--- config.mk ---
export PLATFORM = sky130hd
export DESIGN_NAME = cost_grad_engine
export DESIGN_NICKNAME = d
export VERILOG_FILES = /design/src/rtl/cost_grad_engine_pkg.sv /design/src/rtl/cost_grad_engine_lane.sv /design/src/rtl/cost_grad_engine.sv
export SDC_FILE = /design/constraint.sdc
export NUM_CORES = 1
export LEC_CHECK = 0
export CAP_MARGIN = 20
export CORE_MARGIN = 2
export CORE_UTILIZATION = 35
export CTS_CLUSTER_DIAMETER = 150
export DETAILED_ROUTE_END_ITERATION = 10
export GPL_TIMING_DRIVEN = 0
export SYNTH_ARGS = -nofsm -noshare
export SYNTH_HDL_FRONTEND = slang
export SYNTH_SLANG_ARGS = --single-unit
export TNS_END_PERCENT = 1
--- constraint.sdc ---
create_clock -name clk -period 31.8 [get_ports clk]
set_input_delay 9.54 -clock clk [delete_from_list [all_inputs] [get_ports clk]]
set_output_delay 9.54 -clock clk [all_outputs]
set_load 0.1 [all_outputs]
--- src/rtl/cost_grad_engine_pkg.sv ---
// gdo: shared FSM state type and saturating arithmetic helpers for cost_grad_engine.
// Helpers take a target width w and clamp to the signed w-bit range, so one
// set of functions serves both the data_size lane math and the wider loss sum.
package gdo;
  typedef enum logic [1:0] {IDLE, COMPUTE, HOLD} state_t;
  function automatic longint gdo_sat(input longint v, input int w);
    longint mx, mn;
    mx = (64'sd1 <<< (w - 1)) - 64'sd1;
    mn = -mx - 64'sd1;
    return v > mx ? mx : v < mn ? mn : v;
  endfunction
  function automatic longint gdo_sub(input longint a, input longint b, input int w);
    return gdo_sat(a - b, w);
  endfunction
  function automatic longint gdo_add(input longint a, input longint b, input int w);
    return gdo_sat(a + b, w);
  endfunction
  function automatic longint gdo_mult(input longint a, input longint b, input int sh, input int w);
    return gdo_sat((a * b) >>> sh, w);
  endfunction
endpackage

--- src/rtl/cost_grad_engine_lane.sv ---
// cost_grad_lane: per-channel error, gradient and squared-error term (combinational).
// Ports: p, z -- prediction/target; mode -- 0 squared, 1 sign gradient;
//        grad -- gradient; sq -- saturated (e*e) >> data_size/2.
module cost_grad_lane
  import gdo::*;
#(
  parameter int data_size = 16
) (
  input  logic signed [data_size-1:0] p,
  input  logic signed [data_size-1:0] z,
  input  logic                        mode,
  output logic signed [data_size-1:0] grad,
  output logic signed [data_size-1:0] sq
);
  localparam logic signed [data_size-1:0] one = data_size'(1) << (data_size / 2);
  logic signed [data_size-1:0] e;
  always_comb begin
    e    = data_size'(gdo_sub(longint'(p), longint'(z), data_size));
    grad = mode ? (e < 0 ? one : e > 0 ? -one : '0)
                : data_size'(gdo_mult(longint'(e), -64'sd2, 0, data_size));
    sq   = data_size'(gdo_mult(longint'(e), longint'(e), data_size / 2, data_size));
  end
endmodule

--- src/rtl/cost_grad_engine.sv ---
// cost_grad_engine: sequential per-sample cost gradient and squared-error loss.
// Ports: clk, reset_n (async active-low); predict_value, z, mode, in_valid/in_ready
//        accept a sample; diff, loss, out_valid/out_ready return the result.
// One shared lane walks the channels, one per cycle, then the result is held.
module cost_grad_engine
  import gdo::*;
#(
  parameter int size      = 3,
  parameter int data_size = 16,
  parameter int loss_size = data_size + $clog2(size) + 1
) (
  input  logic                      clk,
  input  logic                      reset_n,
  input  logic [size*data_size-1:0] predict_value,
  input  logic [size*data_size-1:0] z,
  input  logic                      mode,
  input  logic                      in_valid,
  output logic                      in_ready,
  output logic [size*data_size-1:0] diff,
  output logic [loss_size-1:0]      loss,
  output logic                      out_valid,
  input  logic                      out_ready
);
  localparam int iw = $clog2(size + 1);
  state_t state, state_nx;
  logic [size*data_size-1:0] p_r, z_r;
  logic mode_r;
  logic [iw-1:0] idx;
  logic signed [data_size-1:0] p_ch, z_ch, grad, sq;
  logic last;
  always_comb begin
    p_ch = '0;
    z_ch = '0;
    for (int i = 0; i < size; i++) begin
      if (int'(idx) == i) begin
        p_ch = p_r[(size-1-i)*data_size +: data_size];
        z_ch = z_r[(size-1-i)*data_size +: data_size];
      end
    end
  end
  cost_grad_lane #(.data_size(data_size)) lane (
    .p(p_ch), .z(z_ch), .mode(mode_r), .grad(grad), .sq(sq)
  );
  always_comb begin
    last      = int'(idx) == size - 1;
    in_ready  = state == IDLE;
    out_valid = state == HOLD;
    state_nx  = state == IDLE    ? (in_valid ? COMPUTE : IDLE) :
                state == COMPUTE ? (last ? HOLD : COMPUTE) :
                                   (out_ready ? IDLE : HOLD);
  end
  always_ff @(posedge clk or negedge reset_n) begin
    if (!reset_n) begin
      state  <= IDLE;
      idx    <= '0;
      diff   <= '0;
      loss   <= '0;
      p_r    <= '0;
      z_r    <= '0;
      mode_r <= 1'b0;
    end else begin
      state <= state_nx;
      if (in_valid && in_ready) begin
        p_r    <= predict_value;
        z_r    <= z;
        mode_r <= mode;
        idx    <= '0;
        diff   <= '0;
        loss   <= '0;
      end else if (state == COMPUTE) begin
        for (int i = 0; i < size; i++)
          if (int'(idx) == i) diff[(size-1-i)*data_size +: data_size] <= grad;
        loss <= loss_size'(gdo_add(longint'($signed(loss)), longint'(sq), loss_size));
        idx  <= idx + 1'b1;
      end
    end
  end
endmodule

==> results by stage, run 1 <==
Clock network:
- The clock passes through at most 2 buffers.
- The number of buffers inserted by hold repair at cts is 0.
- The total clock buffers created by CTS is 17.
- The count of cells resized by post-cts repair is 0.
- Clock-pin slew was measured on the worst setup and hold paths at 80 ps.
- The cell sitting at the root of the clock tree is a sky130_fd_sc_hd__clkbuf_16.
- The clock tree synthesis step divided the H-tree into 4 levels.
- The latest clock arrival within the worst-skew pair is 470 ps.
- The CTS sink count is 168.
- TritonCTS built the clock tree.
- The number of setup buffers added after CTS is 0.

Status:
- The flow ran to the end, and the final reports show no timing, DRC or antenna violations.

Cells and area:
- Across the whole layout, storage elements account for 0.00420 sq mm.
- The final layout net count is 2,852.
- The count of fill cells added during filler insertion is 5,401.
- The final cell count without fillers is 3,079.
- The final cell area excluding filler cells is 0.0222 sq mm.
- The post-route netlist has 3.06% of its cells at a drive strength greater than 1.
- The library cell used most frequently in the layout, excluding fill and tap cells, is sky130_fd_sc_hd__nand2_1.
- From synthesis to final layout, the design area changed by 17.1%.
- The multi-input logic area is 0.0130 sq mm.
- The repair_antennas step left the layout with diodes totalling 0.
- The library cells used most frequently in the layout, excluding fill and tap cells, are sky130_fd_sc_hd__nand2_1 (448), sky130_fd_sc_hd__inv_1 (366), sky130_fd_sc_hd__fa_1 (233).

Timing:
- The final clock skew is 10.6 ps.
- The shortest clock period the worst path allows after layout is 18,960 ps.
- At the pin with the least slew margin, the transition time is 1100 ps.
- Setup violations remaining at the end of the flow were counted as 0.
- Setup repair after global routing left no endpoint under its margin.
- The max-slew headroom at the worst pin is 26.2%.
- The setup slack after layout is 12,840 ps.
- In the finished design, the share of the clock period the worst path needs comes to 59.6%.
- The number of pins with negative max-slew slack in the final report is 0.
- In the final timing run, aggregate negative setup slack is 0 ps.
- The achievable frequency is 0.0527 GHz.
- The number of hold violations in the final report is 0.

Floorplanning:
- The top-level port count is 170.
- The vertical extent of the die is 237 um.
- After floorplanning, the core was divided into 85 placement rows.
- The starting density of the core is 35.3%.
- In this run the horizontal extent of the chip is 237 um.
- The die area is 0.0559 sq mm.
- The total core area is 0.0536 sq mm.

Setup path:
- In this run the worst path has a maximum fanout of 10.
- For the worst setup path, the data required time is 32,210 ps.
- For this design, the slowest cell found on the critical path is sky130_fd_sc_hd__a2111oi_0.
- The worst setup path is captured at a flop.
- The cell type with the highest occurrence count on the critical path is sky130_fd_sc_hd__fa_1.
- The kind of critical path is reg -> reg.
- The element type at the critical path start is a flop.
- The peak per-stage delay on the critical path is 900 ps.
- The arrival time at the worst endpoint is 19,370 ps.

Detailed routing:
- The total vias in the final route is 15,900.
- The initial detailed-routing violation count is 980.
- After detailed routing, the average wire length per cell comes to 18.2 um.
- The total iterations of the first detailed-routing run is 6.
- The number of DRC violations after detailed routing is 0.
- The count of nets left with antenna violations once routing finished came out at 0.
- In the routed layout, each cell is associated on average with a via count of 5.16.
- The total detailed-routing wirelength is 56,100 um.

Synthesis:
- In the synthesized netlist the dominant register cell turns out to be sky130_fd_sc_hd__dfrtp_1.
- The total of warnings raised by yosys is 0.
- The combined area of all synthesized cells is 0.0189 sq mm.
- The mean post-synth cell area is 8.69 sq um.
- The number of nets in the synthesized netlist is 2,661.
- Counting flops and latches in the post-synthesis netlist gives 168.
- The number of enable flip-flop cells after synthesis is 0.
- The post-synthesis cell count is 2,179.
- The register area share after synthesis is 22.2%.
- For this run, asynchronously set or reset flops after synthesis account for 100%.
- Yosys mapped the design onto 75 distinct sky130hd cell types.

Place:
- The weighted congestion reported at the end of routability-driven placement is 0.927.
- The detailed placement HPWL is 46,300 um.
- The minimum setup slack after placement is 13,220 ps.
- The number of placed instances with taps included is 3,046.
- In this run the cell area measured after placement is 0.0215 sq mm.
- The count of buffers added on input and output ports is 169.

Run:
- Max-cap violations in this run came to 0.

GRT:
- The largest net degree at the start of global routing is 87.
- The number of antenna violations at the first check in global routing is 1.
- The first-pass GRT wire length is 91,600 um.
- The global-route total usage across every layer is 20.9%.
- The via count of the first global-routing pass is 17,100.
- The global-route congestion overflow total is 0.

Worst hold path:
- The worst hold path class is reg -> reg.
-- area by class of cell --
cell class              instances  area share, %
plain buffers                  79           1.40
clock buffers                  18           1.98
clock inverters                14          0.774
inverters                     370           6.27
multi-input cells            1562           58.8
flip-flops and latches        168           19.0
well taps                     696           3.93
repair buffers                172           7.88
-- through the flow --
step                util (%)  hold WS [ps]
finish                  41.3           477
global route            41.3           499
CTS                     41.3           481
detailed placement      40.2           463
global placement        40.1           458
floorplan                  -           446
-- flip-flops by register name (all words and copies together) (netlist names) --
name / cells
p_r: 48
z_r: 48
loss: 19
diff: 48
idx: 2
state: 2
mode_r: 1
-- critical path: cells and delay by family, from the launching register on --
kind,cells,cell delay [ps]
simple gates,6,2290
xor+xnor,2,1130
buf+inv,11,3150
fa+ha+maj,11,4890
flops,1,420
compound gates,24,6990
-- path summary, 6_finish.rpt --
kind                            cells after the start     from  slack [ps]       end
worst max-delay path                               54   idx[0]       12840  loss[17]
worst min-delay path                                2   z_r[5]         480    z_r[5]
worst max register to register                     54   idx[0]       12840  loss[17]
worst min register to register                      2   z_r[5]         480    z_r[5]
max in group asynchronous                           2  reset_n       21860   diff[4]
min in group asynchronous                           1  reset_n        9060   z_r[46]
-- synthesized netlist by cell type (7+ instances only) --
| library cell | instances | area (sq um) |
|---|---|---|
| sky130_fd_sc_hd__a211oi_1 | 11 | 82.6 |
| sky130_fd_sc_hd__a21o_1 | 36 | 270 |
| sky130_fd_sc_hd__a21oi_1 | 84 | 420 |
| sky130_fd_sc_hd__a221o_1 | 55 | 551 |
| sky130_fd_sc_hd__a22oi_1 | 29 | 218 |
| sky130_fd_sc_hd__a31oi_1 | 13 | 81.3 |
| sky130_fd_sc_hd__and2_1 | 12 | 75.1 |
| sky130_fd_sc_hd__and3_1 | 16 | 100 |
| sky130_fd_sc_hd__clkbuf_1 | 69 | 259 |
| sky130_fd_sc_hd__dfrtp_1 | 168 | 4200 |
| sky130_fd_sc_hd__fa_1 | 233 | 4660 |
| sky130_fd_sc_hd__ha_1 | 148 | 1850 |
| sky130_fd_sc_hd__inv_1 | 366 | 1370 |
| sky130_fd_sc_hd__maj3_1 | 7 | 70.1 |
| sky130_fd_sc_hd__nand2_1 | 448 | 1680 |
| sky130_fd_sc_hd__nand3_1 | 21 | 105 |
| sky130_fd_sc_hd__nand4_1 | 17 | 106 |
| sky130_fd_sc_hd__nor2_1 | 129 | 484 |
| sky130_fd_sc_hd__nor2b_1 | 11 | 68.8 |
| sky130_fd_sc_hd__nor3_1 | 18 | 90.1 |
| sky130_fd_sc_hd__nor4_1 | 10 | 62.6 |
| sky130_fd_sc_hd__o21a_1 | 11 | 82.6 |
| sky130_fd_sc_hd__o21ai_0 | 63 | 315 |
| sky130_fd_sc_hd__o21bai_1 | 10 | 75.1 |
| sky130_fd_sc_hd__or2_2 | 10 | 62.6 |
| sky130_fd_sc_hd__xnor2_1 | 62 | 543 |
| sky130_fd_sc_hd__xor2_1 | 19 | 166 |
-- routing by layer --
| metal | share of wire, % | GRT usage (%) | vias up |
|---|---|---|---|
| li1 | - | - | 7420 |
| met1 | 43 | 27.1 | 7933 |
| met2 | 48 | 35.4 | 439 |
| met3 | 5.1 | 3.16 | 81 |
| met4 | 3.4 | 7.63 | 0 |
| met5 | 0 | 0 | - |
-- logic make-up (layout without fill, tap and decap cells) --
family	count (synthesis)	count (layout)	synth area share, %
multiplexers	4	4	0.218
AO/OA/AOI/OAI	368	368	13.9
AND/OR/NAND/NOR	720	720	16.1
buffers and inverters	449	653	8.97
flip-flops	168	168	22.2
XOR/XNOR	81	81	3.75
adder cells (fa/ha/maj)	389	389	34.9
Power of run 1 is not shown: default switching activity piles up to over one toggle a cycle in this logic, so the estimate is an artifact.
==> run 2, diff against run 1 <==
clock period = 18.71 ns   (was 31.8 ns; I/O delays follow)
==> results by stage, run 2 (same netlist as run 1, synthesis figures left out) <==
Status:
- The flow ran to the end, and the final reports show no timing, DRC or antenna violations.

Setup path:
- In this run the worst path has a maximum fanout of 10.
- The worst setup path is captured at a flop.
- Broken down by cell family, the worst path's largest delay share belongs to compound AO/OA/AOI/OAI gates.
- The arrival time at the worst endpoint is 17,820 ps.
- The largest single stage delay on the critical path is 640 ps.
- The kind of critical path is reg -> reg.
- The worst register-to-register path ends at loss[17].
- In this run the critical register-to-register path is launched from idx[0].
- The element type at the critical path start is a flop.
- The slowest cell on the critical path is sky130_fd_sc_hd__fa_1.
- The setup slack of the worst register-to-register path is 1300 ps.
- The critical path ends at loss[17].
- The critical path runs through a total of 56 cells.
- The number of buffers and inverters on the critical path is 12.
- The worst setup path startpoint is idx[0].
- The number of cells on the worst reg-to-reg path is 56.
- The required time at the worst-slack endpoint is 19,120 ps.

GRT:
- The number of antenna violations at the first check in global routing is 1.
- Entering global routing, the biggest net connects 87 pins.
- The global-route total usage across every layer is 20.9%.
- The global-route congestion overflow total is 0.
- The first-pass GRT wire length is 91,600 um.
- The via count of the first global-routing pass is 17,100.

Floorplanning:
- The die area is 0.0559 sq mm.
- The starting density of the core is 35.3%.
- Measured along the x axis, the die boundary spans 237 um.
- 170 I/O pins were placed.
- The die is 237 um tall.
- The region available for standard cell placement spans 0.0536 sq mm.
- The placement row count is 85.

Timing:
- The number of setup violations in the final report is 0.
- After routing, the total negative slack on setup checks comes to 0 ps.
- Hold timing on the final database bottoms out at a slack of 476 ps.
- The worst path in the final design needs a cycle of 17,410 ps, including I/O delays and setup.
- Setup repair after global routing left no endpoint under its margin.
- The number of hold violations in the final report came to 0.
- The max-slew headroom at the worst pin is 25.6%.
- The number of pins with negative max-slew slack in the final report came to 0.
- The final cycle utilization of the critical path is 93.1%.
- The final clock skew is 13.1 ps.
- The achievable frequency is 0.0574 GHz.
- The slew at the pin closest to its max-slew limit is 1100 ps.

Detailed routing:
- The total detailed-routing wirelength is 56,200 um.
- The remaining number of nets flagged by the antenna check after routing is 0.
- The total vias in the final route is 15,900.
- The number of DRC violations after detailed routing is 0.
- In the final routed layout, each cell accounts on average for 18.3 um.
- Using the TritonRoute via totals, the vias-per-cell ratio works out to 5.18.
- After the first detailed-routing iteration, the DRC count stood at 959.
- The total iterations of the first detailed-routing run is 5.

Clock network:
- The clock-pin slew reported for the worst setup and hold paths after clock tree synthesis is 80 ps.
- Post-CTS repair changed the size of 0 cells.
- For this design, the sink count on the clock tree is 168.
- The number of buffers inserted by hold repair at cts is 0.
- The root buffer cell chosen for the clock tree is sky130_fd_sc_hd__clkbuf_16.
- The buffer depth of the longest clock path is 2.
- The latest clock arrival within the worst-skew pair is 470 ps.
- The H-tree was split into 4 levels.
- TritonCTS built the clock tree.
- The total clock buffers created by CTS is 17.
- The post-CTS setup buffer count is 0.

Worst hold path:
- The path class of the tightest hold or removal check is reg -> reg.

Cells and area:
- After routing the design area is 0.0222 sq mm.
- In the final layout, the registers with the most flip-flops are diff (48), p_r (48), z_r (48).
- The most common cell after layout, fill and taps aside is sky130_fd_sc_hd__nand2_1.
- The area growth from synthesis to layout is 17.3%.
- The library cells used most frequently in the layout, excluding fill and tap cells, are sky130_fd_sc_hd__nand2_1 (448), sky130_fd_sc_hd__inv_1 (366), sky130_fd_sc_hd__fa_1 (232).
- The share of post-route cells with drive strength above 1 is 3.57%.
- The number of antenna diodes in the final layout is 0.
- At the end of the flow, the number of nets in the layout was 2,851.
- The count of fill cells added during filler insertion is 5,406.

Place:
- The detailed placement HPWL is 46,300 um.
- After detailed placement, the total cell area comes to 0.0215 sq mm.
- The count of buffers inserted at the top-level ports is 169.
- The weighted congestion reported at the end of routability-driven placement is 0.927.

Run:
- Across the run, the number of max-cap violations was 0.
[run 2: changes by cell type in the layout (fill, tap and decap cells not counted), moves of 2 or more]
| cell | change |
|---|---|
| sky130_fd_sc_hd__clkbuf_1 | -2 |
| sky130_fd_sc_hd__nor2_1 | -4 |
| sky130_fd_sc_hd__clkbuf_2 | +2 |
| sky130_fd_sc_hd__nor2_2 | +4 |
[run 2: final cells by class]
cell class	count	area (sq um)	area share, %
Clock inverter	14	171	0.772
Sequential cell	168	4200	18.9
Tap cell	696	871	3.92
Clock buffer	18	439	1.98
Timing Repair Buffer	172	1750	7.87
Buffer	78	308	1.39
Inverter	370	1390	6.26
Multi-Input combinational cell	1562	13100	58.9
[run 2: stage by stage]
stage          util [%]  setup slack (ps)  instances
3_3_place_gp       40.1               291       3044
3_5_place_dp       40.2               133       3046
5_1_grt            41.4              42.1       3078
6_report           41.4              1300       3078
4_1_cts            41.3              53.2       3078
2_1_floorplan         -              4410       2179
[run 2: worst min path at each step]
stage                     startpoint  endpoint  slack, ps  cells past startpoint
final                         z_r[4]    z_r[4]        480                      2
after global routing          z_r[4]    z_r[4]        500                      2
after CTS                     z_r[5]    z_r[5]        480                      2
after detailed placement      z_r[5]    z_r[5]        460                      2
after global placement        z_r[5]    z_r[5]        460                      2
after floorplan              p_r[12]   p_r[12]        450                      2
[run 2: worst reg2reg max path, delay by kind of cell (launching register included)]
kind / cells / cell delay, ps
AO/OA/AOI/OAI: 23 / 6450
adder cells (fa/ha/maj): 11 / 4930
buffers and inverters: 12 / 3220
AND/OR/NAND/NOR: 8 / 1600
XOR/XNOR: 2 / 740
flip-flops: 1 / 420
[run 2: per-layer routing]
metal | wire length [um] | track usage, % | up-vias
li1 | - | - | 7419
met1 | 24400 | 27.1 | 7994
met2 | 27100 | 35.4 | 447
met3 | 2800 | 3.16 | 87
met4 | 1890 | 7.63 | 0
met5 | 0 | 0 | -
Power of run 2 is left out for the same reason.
